## src/rtl/freq_bram_reader.sv

```systemverilog
// Sweeps every bin of a single-port BRAM and streams each value out over a
// valid/ready handshake. Each bin takes FETCH -> CAPTURE -> SEND, so at least
// three cycles per bin, with back-pressure stretching SEND as needed.
module freq_bram_reader #(
    parameter int unsigned addr_w = 7,
    parameter int unsigned data_w = 20
) (
    input  logic              clk,
    input  logic              reset_n,
    input  logic              start,
    input  logic              abort,
    output logic              r_en,
    output logic [addr_w-1:0] r_addr,
    input  logic [data_w-1:0] d_in,
    output logic [data_w-1:0] out_data,
    output logic [addr_w-1:0] out_addr,
    output logic              out_valid,
    input  logic              out_ready,
    output logic              out_last,
    output logic              busy,
    output logic              done
);

    localparam logic [addr_w-1:0] LastBin = '1;

    typedef enum logic [1:0] {
        StIdle,
        StFetch,
        StCapture,
        StSend
    } state_e;

    state_e              r_state;
    logic [addr_w-1:0]   r_cnt;
    logic                r_rd_en;
    logic [data_w-1:0]   r_out_data;
    logic [addr_w-1:0]   r_out_addr;
    logic                r_out_valid;
    logic                r_out_last;
    logic                r_busy;
    logic                r_done;

    logic                w_abort_active;
    logic                w_handshake;
    logic                w_at_last;

    // Abort only matters mid-sweep; in IDLE it just masks a same-cycle start.
    assign w_abort_active = abort && (r_state != StIdle);
    assign w_handshake    = r_out_valid && out_ready;
    assign w_at_last      = (r_cnt == LastBin);

    // Sweep sequencer with all outputs registered.
    always_ff @(posedge clk or negedge reset_n) begin
        if (!reset_n) begin
            r_state     <= StIdle;
            r_cnt       <= '0;
            r_rd_en     <= 1'b0;
            r_out_data  <= '0;
            r_out_addr  <= '0;
            r_out_valid <= 1'b0;
            r_out_last  <= 1'b0;
            r_busy      <= 1'b0;
            r_done      <= 1'b0;
        end else begin
            r_done <= 1'b0;
            if (w_abort_active) begin
                // Abort wins over a handshake in the same cycle: the beat is dropped.
                r_state     <= StIdle;
                r_rd_en     <= 1'b0;
                r_out_valid <= 1'b0;
                r_out_last  <= 1'b0;
                r_busy      <= 1'b0;
            end else begin
                unique case (r_state)
                    StIdle: begin
                        if (start && !abort) begin
                            r_cnt   <= '0;
                            r_rd_en <= 1'b1;
                            r_busy  <= 1'b1;
                            r_state <= StFetch;
                        end
                    end
                    StFetch: begin
                        r_rd_en <= 1'b0;
                        r_state <= StCapture;
                    end
                    StCapture: begin
                        // BRAM data for the fetched address is on d_in by this edge.
                        r_out_data  <= d_in;
                        r_out_addr  <= r_cnt;
                        r_out_valid <= 1'b1;
                        r_out_last  <= w_at_last;
                        r_state     <= StSend;
                    end
                    StSend: begin
                        if (w_handshake) begin
                            r_out_valid <= 1'b0;
                            r_out_last  <= 1'b0;
                            if (w_at_last) begin
                                r_busy  <= 1'b0;
                                r_done  <= 1'b1;
                                r_state <= StIdle;
                            end else begin
                                r_cnt   <= r_cnt + 1'b1;
                                r_rd_en <= 1'b1;
                                r_state <= StFetch;
                            end
                        end
                    end
                    default: begin
                        r_state <= StIdle;
                    end
                endcase
            end
        end
    end

    assign r_en      = r_rd_en;
    assign r_addr    = r_cnt;
    assign out_data  = r_out_data;
    assign out_addr  = r_out_addr;
    assign out_valid = r_out_valid;
    assign out_last  = r_out_last;
    assign busy      = r_busy;
    assign done      = r_done;

endmodule

```

## config.mk

```make
export PLATFORM = sky130hd
export DESIGN_NAME = freq_bram_reader
export DESIGN_NICKNAME = d
export VERILOG_FILES = /design/src/rtl/freq_bram_reader.sv
export SDC_FILE = /design/constraint.sdc
export NUM_CORES = 1
export LEC_CHECK = 0
export ABC_AREA = 1
export CAP_MARGIN = 20
export CORE_ASPECT_RATIO = 1.1
export CORE_MARGIN = 5
export CORE_UTILIZATION = 25
export DETAILED_ROUTE_END_ITERATION = 7
export SLEW_MARGIN = 10
export SYNTH_ARGS = -nofsm -noshare
export SYNTH_HDL_FRONTEND = slang
export SYNTH_SLANG_ARGS = --single-unit
```

## constraint.sdc

```tcl
create_clock -name clk -period 1.42 [get_ports clk]
set_input_delay 0.284 -clock clk [delete_from_list [all_inputs] [get_ports clk]]
set_output_delay 0.284 -clock clk [all_outputs]
set_load 0.005 [all_outputs]
```

Yosys cells after proc, flatten, opt, wreduce, memory -nomap -nowiden

Cells that the tools add are included.

Register bits after elaboration: 41
Input bits: 25
Output and inout bits: 39
Logic and storage cells: 65

Add/sub/neg operators: 1
Equality and inequality tests: 11
Mux-type cells: 27
Bitwise operators: 1
Reduce and logical (&&, ||, !) cells: 16

Operators by type and width:

| cell                | number |
|---|---|
| $mux 7              | 3 |
| $mux 1              | 15 |
| $pmux 7 s2          | 1 |
| $ne 3x3->1 const B  | 4 |
| $pmux 2 s4          | 1 |
| $reduce_and 4->1    | 2 |
| $add 7x1->7 const B | 1 |
| $eq 7x7->1 const B  | 1 |
| $mux 2              | 3 |
| $ne 2x2->1 const B  | 3 |
| $pmux 1 s2          | 3 |
| $reduce_and 2->1    | 3 |
| $reduce_bool 3->1   | 2 |
| $reduce_and 5->1    | 1 |
| $eq 2x2->1 const B  | 2 |
| $reduce_bool 2->1   | 2 |
| $reduce_bool 4->1   | 1 |
| $logic_and 1x1->1   | 3 |
| $pmux 1 s3          | 1 |
| $eq 2x1->1 const B  | 1 |
| $logic_not 2->1     | 1 |
| $logic_not 1->1     | 1 |
| $not 1->1           | 1 |

Logic depth before layout (Yosys ltp)

Depth in word-level cells: 5
Mapped depth: 10
Mapped depth without buffers: 10

Least setup slack after synthesis

OpenSTA, ideal clock, no wires.

Path type: reg-to-reg
Start point: register r_state[0]
End point: register r_cnt[2], in the netlist r_addr[2]
Library setup time: 0.118 ns
Arrival: 1.312 ns
Required time: 1.302 ns
Slack: -0.010 ns
Cell stages (with the launch flop): 10
Buffers on the path: 1
Clock period less this slack: 1.430 ns
Cells stage by stage: dfrtp_1 -> inv_1 -> ha_1 -> inv_1 -> nand2_1 -> nor2_2 -> nand2_2 -> buf_6 -> nand2_1 -> o21ai_2

Word-level cells in the longest chain between the ends: 4
Elaborated cells on any way between the ends: 11
Those cells by class: 4 x eq/ne; 1 x mux; 1 x bitwise; 5 x reduce/logical

Ends and longest elaborated chain:

| element                                                                  | line | source |
|---|---|---|
| start, declared                                                          | 33   | `state_e r_state;` |
| start signal, assigned                                                   | 55   | `r_state <= StIdle;` |
| start signal, assigned                                                   | 68   | `r_state <= StIdle;` |
| start signal, assigned                                                   | 80   | `r_state <= StFetch;` |
| parallel branches: the longest is 4 deep, another holds $reduce_and 5->1 | n/a  |  |
| end signal, assigned                                                     | 104  | `r_cnt <= r_cnt + 1'b1;` |
| end, declared                                                            | 34   | `logic [addr_w-1:0] r_cnt;` |

Several ways; the timed one is not identified.
A chain may end at the register's enable or synchronous reset.

Worst setup path after layout

Start point: input port abort
End point: register r_cnt[3], in the netlist r_addr[3]

Word-level cells in the longest chain between the ends: 4
Elaborated cells on any way between the ends: 6
Those cells by class: 1 x eq/ne; 1 x bitwise; 4 x reduce/logical

Ends and longest elaborated chain:

| element                               | line | source |
|---|---|---|
| start, declared                       | 11   | `input logic abort,` |
| $logic_not 1->1                       | 76   | `if (start && !abort) begin` |
| $logic_and 1x1->1                     | 76   |  |
| $ne 2x2->1 (no source line)           | n/a  |  |
| $reduce_and 5->1 (no source line) (*) | n/a  |  |

Mark *: on every way between the ends. The rest lies on a longest branch, timed or not.

==> run metrics <==
run status=finished, violations left; failing checks=setup timing; DIE WIDTH=between 90 and 100 µm; count of final max-slew check failures=0; Final period util=103%; root cell of the clock tree=clkbuf_8; proportion of power drawn by combinational gates=49.2%; final critical-path required period=1460 ps; CP Cell Sequence=clkdlybuf4s50_1 > inv_2 > nand2_1 > nand2_1 > nand2_2 > nor2_4 > nand2_4 > nand2_2 > nand2_2; crit-path max cell delay=around 550 ps; post-synthesis area per instance=a little over 8 µm²; global-route wire length before repair=between 8000 and 9000 µm; total detailed-routing wirelength=roughly 5600 µm; layout cell share with drive strength beyond 1=25.2%; total via count in the routed design=about 1800; CP max-delay cell=clkdlybuf4s50_1; Critical Path RT=about 1600 ps; CTS tree=built; endpoint arrival time on the critical path=around 1600 ps; die outline height=101 µm; Site Rows=33; sort of element at the start of the critical path=primary input; Clk Latency, worst-skew pair=just under 300 ps; most frequent cell on the critical path=nand2_2; number of clock sinks seen by CTS=a little over 40; synthesis-to-finish area growth=63.9%; Setup Crit Path Kind=primary input to flip-flop; initial antenna violation count=0; portion of total power attributed to sequential cells=about a third; routed vias/inst=between 4 and 5; area of placed instances=2770 µm²; clock share of power=between 10% and 20%; clock edge transition at the registers on the reported setup and hold paths=around 80 ps; Max Clock Skew=roughly 5.5 ps; number of synthesized register bits=41; Clock Tree Buf Depth=2; Iter 0 DRT Violations=61; grt total ovfl=0; maximum resistive drop on vdd=588 µV; number of iterations in the first detailed-routing pass=4; netlist area before placement=between 1500 and 2000 µm²; PnR worst setup slack=-38.2 ps; number of port buffers=63; final routed wire length divided by cell count=13.1 µm; number of buffers added by the clock tree synthesis step=5; Worst setup EP type=flip-flop; GRT Total Usage=between 10% and 20%; unrepaired setup endpoints after global routing=true; worst hold slack across all endpoints=~480 ps; total power consumption of the routed design=5290 µW; accumulated negative setup slack=-134 ps; power density relative to cell area=1700 nW/µm²; Cells after Synth=about 240; most common library cell in the layout ignoring fill and taps=nand2_1; number of hold violations in the final report=0; H-tree depth=2; global placement routability congestion=a little under 0.8; Sw Ratio=between 30 and 40%; internal power=3320 µW; floorplan core area=approximately 7400 µm²; post-synthesis net count=between 200 and 300; largest net degree at the start of global routing=25; via count of the first global-routing pass=roughly 1800; commonest cells after routing, fill and taps aside=106 x nand2_1, 40 x dfrtp_1, 37 x dlygate4sd2_1, 31 x buf_4, 23 x clkdlybuf4s50_1; Residual DRC=0; total of warnings raised by yosys=0; number of antenna repair diodes=0; max-slew headroom at the worst pin=approximately two thirds; DIE AREA=9450 µm²; static leakage=0.00167 µW; maximum clock frequency=~700 MHz; Hold/Removal Path Class=flip-flop to flip-flop; antenna-violating nets left=0; cell area after layout=3120 µm²; Cell variety after synth=21; net switching power figure=roughly 2000 µW; transition at the pin with the smallest max-transition slack=just under 500 ps; effective utilization at floorplan=approximately 26%; post-synthesis sequential area ratio=a little over half; placed wire-length estimate=~3800 µm; crit path max fanout=6; layout net count=between 300 and 400; count of boundary I/O pins=64; Max Cap Viol=0; Final setup viols=6
==> timing repair <==
action	4_1_cts	5_1_grt
buffers inserted	10	4
hold buffers	1	0
gates resized for setup	50	33
gates cloned	1	1
pin swaps	4	11
hold endpoints to repair	19	0
endpoints found under the setup margin	70	44
==> path summary, 6_finish.rpt <==
check                                  startpoint                      end  slack [ps]  cells past startpoint
max in group asynchronous                 reset_n    r_addr[2]$_DFFE_PN0P_         430                      3
setup reg to reg           r_state[1]$_DFFE_PN0P_    r_addr[3]$_DFFE_PN0P_          10                      9
hold reg to reg                  busy$_DFFE_PN0P_         busy$_DFFE_PN0P_         480                      2
min in group asynchronous                 reset_n  out_addr[1]$_DFFE_PN0P_         490                      2
hold / removal                   busy$_DFFE_PN0P_         busy$_DFFE_PN0P_         480                      2
setup / recovery                            abort    r_addr[3]$_DFFE_PN0P_         -40                      9
==> Yosys cell counts <==
master	count	area [µm²]
nor2_2	2	12.5
o21ai_2	3	26.3
nand2_2	1	6.26
nand3_2	1	10.0
o21ai_0	2	10.0
inv_1	11	41.3
nor2_1	9	33.8
buf_6	1	11.3
nand2_1	120	450
or2_2	1	6.26
o21ai_1	7	35.0
nand4_1	2	12.5
dfrtp_1	41	1030
nand3_1	12	60.1
inv_2	5	18.8
buf_2	6	30.0
nand2_4	1	11.3
ha_1	6	75.1
o211ai_1	1	7.51
o21bai_1	1	7.51
a21oi_1	2	10.0
==> power by group through the flow <==
stage | Sequential [µW] | Clock (µW) | Combinational (µW)
after floorplan | 1780 | 0 | 1100
after global placement | 1730 | 0 | 2310
after detailed placement | 1750 | 0 | 2350
after CTS | 1710 | 1020 | 2330
after global routing | 1760 | 1070 | 2880
final | 1710 | 977 | 2600
==> metal layers <==
| layer | global-route usage (%) | share of wire (%) | up-vias |
|---|---|---|---|
| met5 | 0 | 0 | - |
| met4 | 2.71 | 0.77 | 0 |
| met3 | 3.64 | 4.8 | 5 |
| met2 | 21.6 | 54 | 44 |
| met1 | 11.4 | 40 | 830 |
| li1 | - | - | 922 |
==> cells by family (layout without fill, tap and decap cells) <==
group	after synthesis	in the layout	synth area share [%]
and+or+nand+nor	149	150	31.7
DFF	41	41	53.9
adders and majority gates	6	6	3.95
buffers and inverters	23	124	5.33
AOI/OAI and AO/OA	16	16	5.07
==> through the flow <==
step,setup WS (ps),instances,util [%]
global route,-113,424,41.9
detailed placement,-296,399,37.2
floorplan,7.29,235,-
finish,-38.2,424,41.9
global placement,-237,399,37.2
CTS,3.57,419,39.8
==> critical path: cells and delay by family <==
kind / cells / cell delay, ps
buffers and inverters: 2 / 660
AND/OR/NAND/NOR: 7 / 700
==> flip-flops by register name, indices dropped and copies added (netlist names) <==
name and count:
r_en 1, r_state 2, done 1, out_last 1, out_addr 7, busy 1
out_valid 1, r_addr 7, out_data 20
==> area by class of cell <==
| type | count | area (µm²) |
|---|---|---|
| clock buffer | 7 | 86.3 |
| clock inverter | 1 | 30.0 |
| fill | 761 | 4320 |
| inverter | 16 | 67.6 |
| multi-input combinational | 172 | 917 |
| sequential | 41 | 1030 |
| tap | 87 | 109 |
| timing repair buffer | 99 | 873 |
| timing repair inverter | 1 | 6.26 |
(Power assumes the default switching activity.)
